==> config.mk <==
export PLATFORM = sky130hd
export DESIGN_NAME = param_counter
export DESIGN_NICKNAME = d
export VERILOG_FILES = /design/src/rtl/counter_pkg.sv /design/src/rtl/param_counter.sv
export SDC_FILE = /design/constraint.sdc
export NUM_CORES = 1
export LEC_CHECK = 0
export CORE_MARGIN = 5
export CORE_UTILIZATION = 50
export DETAILED_ROUTE_END_ITERATION = 16
export PLACE_DENSITY = 0.84
export SETUP_SLACK_MARGIN = 0.02
export SLEW_MARGIN = 20
export SYNTH_ARGS = -nofsm -noshare
export SYNTH_HDL_FRONTEND = slang
export SYNTH_SLANG_ARGS = --single-unit
==> constraint.sdc <==
create_clock -name Clk -period 5.8 [get_ports Clk]
set_clock_uncertainty 0.1 [all_clocks]
set_input_delay 1.45 -clock Clk [delete_from_list [all_inputs] [get_ports Clk]]
set_output_delay 1.45 -clock Clk [all_outputs]
set_load 0.05 [all_outputs]
==> src/rtl/counter_pkg.sv <==
// Shared counter constants: direction encoding and default count width.
package counter_pkg;

    localparam logic DIR_UP        = 1'b1;
    localparam logic DIR_DOWN      = 1'b0;
    localparam int   CNT_WIDTH_DEF = 8;

endpackage : counter_pkg

==> src/rtl/param_counter.sv <==
// Modulo up/down counter with clear, clamped load and a terminal-event Wrap pulse.
// Define PARAM_COUNTER_SAT_EN to saturate at the terminal value instead of wrapping.
module param_counter
    import counter_pkg::*;
#(
    parameter int              WIDTH   = CNT_WIDTH_DEF,
    parameter longint unsigned MODULUS = 64'd1 << WIDTH
) (
    input  logic             Clk,
    input  logic             Rst,
    input  logic             ClkEnable,
    input  logic             Clear,
    input  logic             Load,
    input  logic [WIDTH-1:0] LoadValue,
    input  logic             Up,
    output logic [WIDTH-1:0] Count,
    output logic             Wrap,
    output logic             AtTerminal
);

    localparam logic [WIDTH-1:0] MAX_VAL = WIDTH'(MODULUS - 64'd1);

    logic [WIDTH-1:0] count_q, count_d;
    logic             wrap_q, wrap_d;
    logic [WIDTH-1:0] terminal_val;
    logic [WIDTH-1:0] load_clamped;
    logic [WIDTH-1:0] wrap_target;
    logic             at_terminal;

    assign terminal_val = (Up == DIR_UP) ? MAX_VAL : '0;
    assign at_terminal  = (count_q == terminal_val);
    assign load_clamped = (LoadValue > MAX_VAL) ? MAX_VAL : LoadValue;

`ifdef PARAM_COUNTER_SAT_EN
    assign wrap_target = count_q;
`else
    assign wrap_target = (Up == DIR_UP) ? '0 : MAX_VAL;
`endif

    always_comb begin
        // NOTE: defaults first so every path assigns count_d/wrap_d and no latch is inferred.
        count_d = count_q;
        wrap_d  = 1'b0;
        if (Clear) begin
            count_d = '0;
        end else if (Load) begin
            count_d = load_clamped;
        end else if (ClkEnable) begin
            wrap_d = at_terminal;
            if (at_terminal) begin
                count_d = wrap_target;
            end else if (Up == DIR_UP) begin
                count_d = count_q + WIDTH'(1);
            end else begin
                count_d = count_q - WIDTH'(1);
            end
        end
    end

    // NOTE: non-blocking assignments so all state updates see pre-edge values.
    always_ff @(posedge Clk or posedge Rst) begin
        if (Rst) begin
            count_q <= '0;
            wrap_q  <= 1'b0;
        end else begin
            count_q <= count_d;
            wrap_q  <= wrap_d;
        end
    end

    assign Count      = count_q;
    assign Wrap       = wrap_q;
    assign AtTerminal = at_terminal;

endmodule : param_counter

* Word-level counts from Yosys, hierarchy flattened
Cells that the tools add are included.
** Storage, ports and cells
- Register bits :: 9
- Bits of input ports :: 14
- Output and inout bits :: 10
- Word-level logic and storage cells :: 18
** Cells by class
- $add $sub $neg :: 2
- Order comparisons :: 1
- Equality and inequality tests :: 1
- Multiplexer cells :: 11
- Reduce and logical (&&, ||, !) cells :: 1
** Operators by type and width (number)
- two-way mux 8 bit :: 8
- adder 8 x 1 -> 8 bit, second input constant :: 1
- == test 8 bit :: 1
- greater-than comparator 8 bit, second input constant :: 1
- subtractor 8 x 1 -> 8 bit, second input constant :: 1
- two-way mux 1 bit :: 3
- nonzero test 3 bit :: 1

* Logic depth before layout (Yosys ltp)
- Depth after elaboration :: 6
- Mapped depth :: 8
- Gate-level depth less buffers :: 8

* Worst setup path before layout
No wires, ideal clock.
- Kind :: input-to-output
- From :: input Up
- To :: output AtTerminal
- Data arrival time :: 2530 ps
- Data required time :: 4250 ps
- Slack :: 1720 ps
- Stages :: 5
- Path buffers :: 0
- Cells stage by stage :: inv_1 -> ha_1 -> nand3_1 -> a211o_4 -> clkinv_4
** On the way
- Word-level cells in the longest chain between the ends :: 2
** RTL lines
- from (decl) :: line param_counter.sv:15 : input logic Up,
- two-way mux 8 bit :: line param_counter.sv:30 : assign terminal_val = (Up == DIR_UP) ? MAX_VAL : '0;
- == test 8 bit :: line param_counter.sv:31 : assign at_terminal = (count_q == terminal_val);
- to (decl) :: line param_counter.sv:18 : output logic AtTerminal
No other way between the ends.

* Worst setup path in the final report
Ends and elaborated chain as after synthesis.

==> impl_metrics.prom <==
# TYPE chip_impl_metric gauge
chip_impl_info{name="outcome",value="complete, no violations"} 1
chip_impl_metric{name="clock_tree.htree_level_count",unit=""} 1
chip_impl_metric{name="fin_tns_setup",unit="ps"} 0
chip_impl_metric{name="grt_start_max_net_pins",unit=""} 17
chip_impl_metric{name="postRouteAntennaNets",unit=""} 0
chip_impl_metric{name="worst_setup_hold_path_clk_slew",unit="ps"} 70
chip_impl_metric{name="firstDrtPassIters",unit=""} 4
chip_impl_metric{name="max-slew-margin-rel",unit="%"} 65.70
chip_impl_metric{name="row_count",unit=""} 14
chip_impl_metric{name="drt_wl_total",unit="um"} 2128
chip_impl_metric{name="post_drt_via_cell_ratio",unit=""} 5.806
chip_impl_metric{name="synth.cell_area",unit="um2"} 815.8
chip_impl_info{name="timing.setup.critical_path_class",value="input port to output pin"} 1
chip_impl_metric{name="vdd_drop_max",unit="mV"} 0.1513
chip_impl_metric{name="setup_viol",unit=""} 0
chip_impl_info{name="setup.worst_path.end_class",value="output pin"} 1
chip_impl_metric{name="design_area",unit="um2"} 1075
chip_impl_metric{name="hold_viol_final",unit=""} 0
chip_impl_metric{name="gpl.final_weighted_congestion",unit=""} 0.8101
chip_impl_metric{name="p_leak",unit="nW"} 0.4957
chip_impl_metric{name="numClockSinks",unit=""} 9
chip_impl_metric{name="timing.hold.ws",unit="ps"} 564.4
chip_impl_metric{name="detailedRoute.firstIterationViolations",unit=""} 23
chip_impl_metric{name="globalRouteOverflowTotal",unit=""} 0
chip_impl_metric{name="syn_avg_cell_area",unit="um2"} 8.240
chip_impl_metric{name="worst-endpoint-required",unit="ps"} 4250
chip_impl_metric{name="detailroute.via_count",unit=""} 807
chip_impl_info{name="cp_slowest_cell",value="sky130_fd_sc_hd__clkdlybuf4s50_1"} 1
chip_impl_metric{name="ys_seq_area_share",unit="%"} 27.61
chip_impl_metric{name="num_antenna_cells",unit=""} 0
chip_impl_metric{name="area_inside_the_core_boundary",unit="um2"} 1524
chip_impl_metric{name="globalRouteTotalUtil",unit="%"} 17.92
chip_impl_info{name="crit_chain",value="clkdlybuf4s50_1 -> inv_1 -> ha_1 -> nand3_1 -> a211o_4 -> clkinv_4 -> buf_4"} 1
chip_impl_metric{name="routedWlPerCell",unit="um"} 15.31
chip_impl_info{name="clock_tree.root_cell",value="sky130_fd_sc_hd__clkbuf_4"} 1
chip_impl_metric{name="final_nets",unit=""} 145
chip_impl_metric{name="post_route_drc",unit=""} 0
chip_impl_metric{name="synth-warning-count",unit=""} 0
chip_impl_metric{name="cp.arrival",unit="ps"} 3540
chip_impl_info{name="synth_flop_type",value="sky130_fd_sc_hd__dfrtp_1"} 1
chip_impl_metric{name="power-per-cell-area",unit="nW/um2"} 206.1
chip_impl_info{name="grt_setup_unrepaired",value="false"} 1
chip_impl_metric{name="floorplan.io_pins",unit=""} 24
chip_impl_metric{name="detailed_place.area",unit="um2"} 1049
chip_impl_metric{name="clock.fmax",unit="GHz"} 0.1965
chip_impl_metric{name="critical_path.max_stage_delay",unit="ps"} 620
chip_impl_metric{name="cts_post_setup_buffers_inserted",unit=""} 0
chip_impl_metric{name="fin_crit",unit="ps"} 5089
chip_impl_metric{name="cts_buffer_depth",unit=""} 2
chip_impl_metric{name="dp_hpwl",unit="um"} 1627
chip_impl_info{name="tritoncts",value="done"} 1
chip_impl_metric{name="grt_pass1_wl",unit="um"} 3601
chip_impl_metric{name="critical_path_buf_inv_count",unit=""} 4
chip_impl_metric{name="layout-area-overhead-vs-synth",unit="%"} 31.75
chip_impl_metric{name="drv.max_cap_violation_count",unit=""} 0
chip_impl_metric{name="chipHeight",unit="um"} 50.39
chip_impl_metric{name="timing.final.crit_share",unit="%"} 87.74
chip_impl_info{name="startpoint_type",value="input port"} 1
chip_impl_metric{name="floorplan.die_area",unit="um2"} 2539
chip_impl_info{name="top_family_by_delay_on_critical_path",value="buffers and inverters"} 1
chip_impl_metric{name="critical_path.max_fanout",unit=""} 10
chip_impl_info{name="worstHoldPathType",value="register to register"} 1
chip_impl_metric{name="worst-slew-pin-transition",unit="ps"} 512.9
chip_impl_metric{name="synth_enable_flop_cells",unit=""} 0
chip_impl_metric{name="postSynthCellCount",unit=""} 99
chip_impl_metric{name="cts_inserted_buffers",unit=""} 3
chip_impl_metric{name="clk_latency",unit="ps"} 270
chip_impl_metric{name="vias_in_the_first_global_route",unit=""} 796
chip_impl_metric{name="syn-num-nets",unit=""} 120
chip_impl_metric{name="synth_seq_cells",unit=""} 9
chip_impl_metric{name="die_width",unit="um"} 50.39
chip_impl_metric{name="postSynth.asyncResetShare",unit="%"} 100.0
chip_impl_metric{name="synth.distinct_cells",unit=""} 35
chip_impl_metric{name="floorplan.initialDensity",unit="%"} 53.53
chip_impl_metric{name="post_cts_resized",unit=""} 0
chip_impl_metric{name="antenna_violations_before_repair",unit=""} 0
chip_impl_metric{name="portBuffers",unit=""} 23
chip_impl_metric{name="layout-drive-gt1-share",unit="%"} 7.317
chip_impl_metric{name="cts_hold_repair.buffers",unit=""} 0
chip_impl_metric{name="report.final.slew_viol_count",unit=""} 0
## cell usage after synthesis (all sizes together), types with 2 or more instances
cell type  number  share of area [%]
a21oi           8                4.9
mux2i           3                3.7
inv             9                4.1
nor2           11                5.1
a211oi          2                1.8
xnor2           2                2.1
o221ai          2                2.1
o21ai           2                1.2
nand3           7                4.3
ha              6                9.2
nor3            3                1.8
nand2           6                2.8
dfrtp           9                 28
a21o            3                2.9
nand2b          3                2.3
nor2b           3                2.3
clkbuf          2               0.92
or3             2                1.5
a22o            2                2.1
## sequential cells by signal, summed over array words and instances (netlist names)
signal	cells
Count	8
Wrap	1
## kinds of logic (layout without fill, tap and decap cells)
kind of cell	after synthesis	after routing	share of synthesized area (%)
flops	9	9	27.61
buf+inv	13	37	7.056
xor+xnor	3	3	3.221
simple gates	37	37	21.78
mux	4	4	5.061
fa+ha+maj	7	7	11.66
compound gates	26	26	23.62
## cell type report
type | count | area (um2)
Multi-Input combinational cell | 77 | 533.0
Inverter | 10 | 42.54
Clock buffer | 4 | 26.28
Timing Repair Buffer | 23 | 227.7
Fill cell | 124 | 449.2
Tap cell | 16 | 20.02
Sequential cell | 9 | 225.2
## path summary, 6_finish.rpt
| kind | start | endpoint | slack [ps] | depth (start not counted) |
|---|---|---|---|---|
| setup / recovery | Up | AtTerminal | 710 | 7 |
| min in group asynchronous | Rst | Wrap$_DFF_PP0_ | 1350 | 2 |
| max in group asynchronous | Rst | Count[4]$_DFFE_PP0P_ | 3990 | 2 |
| setup reg to reg | Count[0]$_DFFE_PP0P_ | Count[6]$_DFFE_PP0P_ | 3650 | 7 |
| hold / removal | Count[2]$_DFFE_PP0P_ | Count[2]$_DFFE_PP0P_ | 560 | 2 |
| hold reg to reg | Count[2]$_DFFE_PP0P_ | Count[2]$_DFFE_PP0P_ | 560 | 2 |
## per-layer routing
metal  GRT usage, %  wire length (um)  vias up
li1               -                 -      402
met1          23.77               951      376
met2          29.50              1034       22
met3          2.663                95        7
met4          6.383                47        0
met5              0                 0        -
## cell usage in the layout (no fill, tap or decap), types with 2 or more instances in the layout
cell	n
sky130_fd_sc_hd__nand2b_1	3
sky130_fd_sc_hd__nor3_1	3
sky130_fd_sc_hd__clkbuf_4	3
sky130_fd_sc_hd__nor2b_1	3
sky130_fd_sc_hd__mux2i_1	3
sky130_fd_sc_hd__dfrtp_1	9
sky130_fd_sc_hd__a21oi_1	8
sky130_fd_sc_hd__a211oi_1	2
sky130_fd_sc_hd__xnor2_1	2
sky130_fd_sc_hd__clkdlybuf4s50_1	22
sky130_fd_sc_hd__o221ai_1	2
sky130_fd_sc_hd__a22o_1	2
sky130_fd_sc_hd__nor2_1	11
sky130_fd_sc_hd__nand3_1	7
sky130_fd_sc_hd__inv_1	9
sky130_fd_sc_hd__or3_1	2
sky130_fd_sc_hd__ha_1	6
sky130_fd_sc_hd__a21o_1	2
sky130_fd_sc_hd__nand2_1	6
## where the power goes
part | internal (mW) | switching, mW
registers | 0.0674 | 0.00554
logic | 0.0412 | 0.0551
clock network | 0.0267 | 0.0255
total | 0.135 | 0.0862
## worst register-to-register path, stage by stage, from the launching register on
cell                       delay (ps)
sky130_fd_sc_hd__dfrtp_1          460
sky130_fd_sc_hd__inv_1             90
sky130_fd_sc_hd__fa_1             410
sky130_fd_sc_hd__nand2b_1         190
sky130_fd_sc_hd__a21oi_1          250
sky130_fd_sc_hd__a31oi_1          150
sky130_fd_sc_hd__mux2i_1          150
sky130_fd_sc_hd__a211oi_1         250
## metrics by stage
stage | cells | total power [mW] | setup WS [ps] | util, %
global placement | 135 | 0.1674 | 783.1 | 68.80
global route | 139 | 0.2329 | 559.0 | 70.53
finish | 139 | 0.2215 | 710.9 | 70.53
CTS | 139 | 0.2209 | 703.0 | 70.53
detailed placement | 135 | 0.1691 | 704.2 | 68.80
floorplan | 99 | 0.1387 | 1720 | -
(Power assumes the default switching activity.)
